===== config.mk =====
export PLATFORM = sky130hd
export DESIGN_NAME = gray_counter_ud
export DESIGN_NICKNAME = d
export VERILOG_FILES = /design/src/rtl/gray_pkg.sv /design/src/rtl/gray_counter_ud.sv
export SDC_FILE = /design/constraint.sdc
export NUM_CORES = 1
export LEC_CHECK = 0
export BUFFER_PORTS_ARGS = -buffer_cell sky130_fd_sc_hd__buf_2
export CORE_MARGIN = 8
export CORE_UTILIZATION = 45
export DETAILED_ROUTE_END_ITERATION = 16
export PLACE_DENSITY = 0.73
export SLEW_MARGIN = 20
export SYNTH_ARGS = -nofsm -noshare
export SYNTH_HDL_FRONTEND = slang
export SYNTH_SLANG_ARGS = --single-unit
export TNS_END_PERCENT = 50

===== constraint.sdc =====
create_clock -name clk -period 1.9 [get_ports clk]
set_input_delay 0.38 -clock clk [delete_from_list [all_inputs] [get_ports clk]]
set_output_delay 0.38 -clock clk [all_outputs]
set_load 0.1 [all_outputs]

===== src/rtl/gray_pkg.sv =====
// Shared Gray-code helpers and counter mode constants.
package gray_pkg;

  // Widest counter the helper functions cover; narrower values are zero-extended.
  localparam int unsigned GRAY_MAXW = 32;

  // End-of-range behaviour selectors for the SATURATE parameter.
  localparam int unsigned MODE_WRAP = 0;
  localparam int unsigned MODE_SAT  = 1;

  // Binary to reflected Gray code.
  function automatic logic [GRAY_MAXW-1:0] bin2gray(input logic [GRAY_MAXW-1:0] b);
    return b ^ (b >> 1);
  endfunction

  // Reflected Gray code back to binary: each bit is the XOR of all bits at or above it.
  function automatic logic [GRAY_MAXW-1:0] gray2bin(input logic [GRAY_MAXW-1:0] g);
    logic [GRAY_MAXW-1:0] b;
    b = '0;
    for (int i = 0; i < int'(GRAY_MAXW); i++) begin
      b[i] = ^(g >> i);
    end
    return b;
  endfunction

endpackage


===== src/rtl/gray_counter_ud.sv =====
// Up/down binary counter with same-cycle Gray encoding, load, and wrap/saturate ends.
module gray_counter_ud
  import gray_pkg::*;
#(
  parameter int unsigned CBITS    = 8,
  parameter int unsigned SATURATE = 0
) (
  input  logic             clk,
  input  logic             rst,
  input  logic             en,
  input  logic             up,
  input  logic             load,
  input  logic [CBITS-1:0] load_val,
  output logic [CBITS-1:0] bin_c,
  output logic [CBITS-1:0] gray_c,
  output logic             sig,
  output logic             at_end,
  output logic             wrap
);

  localparam logic [CBITS-1:0] MAX_VAL  = '1;
  localparam logic [CBITS-1:0] ZERO_VAL = '0;
  localparam logic [CBITS-1:0] ONE_VAL  = CBITS'(1);
  localparam bit               SAT_MODE = (SATURATE == MODE_SAT);

  logic [CBITS-1:0] r_bin;
  logic [CBITS-1:0] r_gray;
  logic             r_wrap;

  logic [CBITS-1:0] w_bin_nxt;
  logic [CBITS-1:0] w_gray_nxt;
  logic             w_wrap_nxt;

  // Next binary value and end-crossing flag; priority load > en > hold.
  always_comb begin
    w_bin_nxt  = r_bin;
    w_wrap_nxt = 1'b0;
    if (load) begin
      w_bin_nxt = load_val;
    end else if (en) begin
      if (up) begin
        if (r_bin == MAX_VAL) begin
          if (!SAT_MODE) begin
            w_bin_nxt  = ZERO_VAL;
            w_wrap_nxt = 1'b1;
          end
        end else begin
          w_bin_nxt = r_bin + ONE_VAL;
        end
      end else begin
        if (r_bin == ZERO_VAL) begin
          if (!SAT_MODE) begin
            w_bin_nxt  = MAX_VAL;
            w_wrap_nxt = 1'b1;
          end
        end else begin
          w_bin_nxt = r_bin - ONE_VAL;
        end
      end
    end
  end

  // Gray is encoded from the next binary value so both registers move together.
  always_comb begin
    w_gray_nxt = CBITS'(bin2gray(GRAY_MAXW'(w_bin_nxt)));
  end

  // Counter state registers.
  always_ff @(posedge clk or posedge rst) begin
    if (rst) begin
      r_bin  <= '0;
      r_gray <= '0;
      r_wrap <= 1'b0;
    end else begin
      r_bin  <= w_bin_nxt;
      r_gray <= w_gray_nxt;
      r_wrap <= w_wrap_nxt;
    end
  end

  assign bin_c  = r_bin;
  assign gray_c = r_gray;
  assign wrap   = r_wrap;
  assign sig    = (r_bin == ZERO_VAL) & ~rst;
  assign at_end = up ? (r_bin == MAX_VAL) : (r_bin == ZERO_VAL);

  // Gray output always encodes the binary output, in both directions of conversion.
  a_gray_enc : assert property (@(posedge clk) disable iff (rst)
    (gray_c == CBITS'(bin2gray(GRAY_MAXW'(bin_c)))) && (bin_c == CBITS'(gray2bin(GRAY_MAXW'(gray_c)))));

  // A counting edge moves gray_c by exactly one bit; only a saturated end may hold it.
  a_gray_step : assert property (@(posedge clk) disable iff (rst)
    (!$past(rst) && $past(en) && !$past(load)) |->
      ($onehot(gray_c ^ $past(gray_c)) || (SAT_MODE && (gray_c == $past(gray_c)))));

  // In wrap mode, uninterrupted counting must reach zero within one full revolution.
  if (!SAT_MODE) begin : g_live
    logic [CBITS:0] r_live_cnt;

    // Counts consecutive counting edges taken while the count is away from zero.
    always_ff @(posedge clk or posedge rst) begin
      if (rst) begin
        r_live_cnt <= '0;
      end else if (sig || !en || load) begin
        r_live_cnt <= '0;
      end else if (r_live_cnt != {1'b1, ZERO_VAL}) begin
        r_live_cnt <= r_live_cnt + (CBITS + 1)'(1);
      end
    end

    a_live : assert property (@(posedge clk) disable iff (rst)
      r_live_cnt <= (CBITS + 1)'(MAX_VAL));
  end

endmodule


# [Yosys cells after proc, flatten, opt, wreduce, memory -nomap -nowiden]
# Index checks and enable logic that the tools add are counted.
[word_totals] reg_bits=17 inputBits=13 wordCells=21
[classes] addsub=2 eq_ne=1 mux=11 bitwise_logic=3 n_reduce_logical=1
[op_table] op="two-way mux 8 bit" n=5
[op_table] op="adder 8 x 1 -> 8 bit (second input constant)" n=1
[op_table] op="equality test 8 bit (second input constant)" n=1
[op_table] op="logical NOT 8 bit" n=1
[op_table] op="subtractor 8 x 1 -> 8 bit (second input constant)" n=1
[op_table] op="bitwise XOR 8 x 7 -> 8 bit" n=1
[op_table] op="two-way mux 1 bit" n=6
[op_table] op="AND 1 bit" n=1
[op_table] op="inverter 1 bit" n=1

# [Longest topological paths before layout]
[depth] ltp_word=6 ltp_mapped=8 ltp_nobuf=7

# [Worst setup path before layout]
# Ideal clock, no wire load.
[synth_timing] path_kind="register -> output" start="register r_bin[1], in the netlist bin_c[1]" end="output port at_end" arrival_ns=3.629 setup_slack_ns=-2.109 stages_incl_launch_ff=4 path_buffers=0 cell_sequence="dfrtp_1 ha_1 nand4_1 o21ai_0"
[synth_between] elab_chain_len=2 elab_cells_between_ends=3
[synth_rtl] element="start: declaration" line="gray_counter_ud.sv:26" source="logic [CBITS-1:0] r_bin;"
[synth_rtl] element="start signal: assignment" line="gray_counter_ud.sv:75" source="r_bin <= w_bin_nxt;"
[synth_rtl] element="equality test 8 bit / logical NOT 8 bit (equally long branches)" line="gray_counter_ud.sv:85" source="assign at_end = up ? (r_bin == MAX_VAL) : (r_bin == ZERO_VAL);"
[synth_rtl] element="two-way mux 1 bit *" line="gray_counter_ud.sv:85"
[synth_rtl] element="end: declaration" line="gray_counter_ud.sv:17" source="output logic at_end,"
# Every way passes the cells marked *; elsewhere a longest branch is shown, timed or not.

# [Final worst setup path]
[layout_timing] start="register r_bin[2], in the netlist bin_c[2]" end="output port at_end"
# Same word-level chain as after synthesis.

==> results.yml <==
status:
  outcome: "finished with violations"
  violations: "setup timing"
critical_path:
  r2r_start: "bin_c[2]$_DFF_PP0_"
  cp_slowest_cell: "dfrtp_4"
  critPathMaxFanout: 4
  arrival_ns: 1.73
  setup.worst_path.start_class: "register"
  critPathKind: "reg -> out"
  cp_cell_sequence: "buf_6 -> nor4_4 -> nand3_2 -> o21ai_4 -> buf_12"
  cp_data_required_time_ns: 1.52
  cp-startpoint: "bin_c[2]$_DFF_PP0_"
  end_kind: "primary output"
  max_stage_delay_ns: 0.49
hold_path:
  holdCritPathClass: "in -> async"
pwr:
  vdd_drop_max_uv: 1120
  leakage_nw: 0.763
  cellPowerDensity_nw_per_um2: 971
floorplan:
  io-pin-count: 32
  fp.coreArea_um2: 2410
  dieWidth_um: 65.9
  initial_core_util_pct: 46.4
  die_h_um: 65.9
  die_area_um2: 4340
  row_count: 18
placed_design:
  placed_cells: 191
  place_area_um2: 1540
  port_buffers: 31
  hpwlAfterDp_um: 2630
  place_congestion: 1.01
cts:
  cts_sinks: 16
  htreeDepth: 1
  clkLatencyLatePin_ns: 0.28
  postCtsHoldBufs: 0
  cts.path.max_buffers: 2
  cts-root-buf: "clkbuf_4"
  clk_pin_slew_ns: 0.09
  cts_tree: "yes"
  cts_buffers: 3
synth:
  seq_area_frac_synth_pct: 35.8
  synth_cells: 121
  yosys_register_bits: 16
  synth_nets: 137
  synth.distinct_cells: 40
  netlist_area_um2: 1120
  yosys_warnings: 0
  synth_flop_cell: "dfrtp_1"
  async_flop_share_pct: 100
  synth-edff-count: 0
  avgSynthCellArea_um2: 9.24
sta:
  worst_pin_slew_ns: 0.503
  fin_ws_ns: -0.207
  hold_slack_ns: 0.169
  report.final.slew_viol_count: 0
  finalHoldViolCount: 0
  fmaxAchievable_mhz: 475
  maxSlewHeadroom_pct: 66.7
  setup_viol: 10
  rsz0062_at_grt: "yes"
  finalClockSkew_ns: 0.00219
  post-route-period-util_pct: 111
  period_minus_slack_ns: 2.11
  finalSetupTns_ns: -1.03
global_route:
  grt_max_degree: 17
  antenna_found_initial: 0
  grt_usage_pct: 16.8
  grt_pass1_vias: 1184
  grt_pass1_wl_um: 5710
  grt_overflow: 0
layout:
  fillers: 178
  multiInputGateArea_um2: 776
  design_area_um2: 1710
  final_cell_mix: "buf_2 (28), buf_4 (23), inv_1 (10)"
  drive_above_1_share_pct: 54.3
  regArea_um2: 428
  final_nets: 190
  diodes: 0
  fin_cells: 203
  final_common_cell: "buf_2"
  syn2layout_area_growth_pct: 53.2
routing:
  wirelength_um: 3570
  vias: 1134
  drc: 0
  wl_per_cell_um: 17.6
  drt_iter0_drc: 49
  viasPerCell: 5.59
  ant_nets: 0
  first_pass_iters: 4
flow_run:
  maxCapViolations: 0
==> cell type report <==
cell class | instances | area share, %
clock buffer | 4 | 2.12
inverter | 12 | 2.92
multi-input combinational | 85 | 45.3
sequential | 16 | 25.0
tap | 30 | 2.19
timing repair buffer | 56 | 22.6
==> registers in the layout, summed over array words and instances (netlist names) <==
signal	flops
bin_c	8
gray_c	7
wrap	1
==> worst paths after layout <==
path                                  endpoint  slack [ns]  cells past startpoint
hold / removal              bin_c[7]$_DFF_PP0_        0.17                      3
setup reg to reg           gray_c[5]$_DFF_PP0_       -0.15                      8
setup / recovery                        at_end       -0.21                      5
hold reg to reg             bin_c[7]$_DFF_PP0_        0.82                      2
min in group clk            bin_c[0]$_DFF_PP0_        0.38                      2
max in group asynchronous   bin_c[4]$_DFF_PP0_        1.53                      3
==> cells by family after synthesis <==
family	synth area share [%]
DFF	35.8
and+or+nand+nor	19.2
xor gates and xnor gates	11.0
adders and majority gates	3.36
AOI/OAI and AO/OA	21.0
buffers and inverters	7.83
muxes	1.79
==> through the flow <==
stage | total power, W | util (%) | setup slack [ns]
final | 0.00166 | 71.1 | -0.207
after global routing | 0.00173 | 71.1 | -0.272
after CTS | 0.00166 | 69.4 | -0.199
after detailed placement | 0.00139 | 64.0 | -0.0620
after global placement | 0.00138 | 64.0 | -0.0178
after floorplan | 0.00121 | - | -0.227
==> worst max-delay path: cells and delay by family, from the launching register on <==
kind	cells	cell delay, ns
and+or+nand+nor	2	0.50
DFF	1	0.49
buffers and inverters	2	0.33
AOI/OAI and AO/OA	1	0.12
==> what timing repair did <==
item,4_1_cts,5_1_grt
setup buffers,7,1
pin swaps,12,8
resized for setup,8,6
endpoints found under the setup margin,8,11
==> where the power goes <==
part	switching (W)	internal, W
Sequential	0.0000512	0.000413
Clock	0.0000970	0.000116
Combinational	0.000730	0.000257
Total	0.000878	0.000786
==> metal layers <==
layer | vias to the layer above | share of wire, % | global-route usage [%]
li1 | 545 | - | -
met1 | 537 | 40 | 19.1
met2 | 50 | 52 | 29.1
met3 | 2 | 8.1 | 3.56
met4 | 0 | 0.25 | 7.90
met5 | - | 0 | 0
==> synth_stat cells (all sizes together) (2+ instances only) <==
| master | instances | area [um^2] |
|---|---|---|
| a211o | 2 | 17.5 |
| a21o | 2 | 15.0 |
| a21oi | 4 | 20.0 |
| a221oi | 5 | 56.3 |
| and3 | 5 | 31.3 |
| buf | 4 | 27.5 |
| clkbuf | 4 | 15.0 |
| dfrtp | 16 | 400 |
| ha | 3 | 37.5 |
| inv | 12 | 45.0 |
| mux2i | 2 | 20.0 |
| nand2 | 2 | 7.51 |
| nand3 | 6 | 30.0 |
| nand4 | 2 | 12.5 |
| nor2 | 4 | 15.0 |
| nor2b | 3 | 18.8 |
| nor3 | 4 | 20.0 |
| nor3b | 2 | 15.0 |
| nor4 | 2 | 25.0 |
| o21ai | 6 | 30.0 |
| o21bai | 3 | 22.5 |
| o22ai | 2 | 12.5 |
| xnor2 | 9 | 78.8 |
| xor2 | 5 | 43.8 |
(Power assumes the default switching activity.)
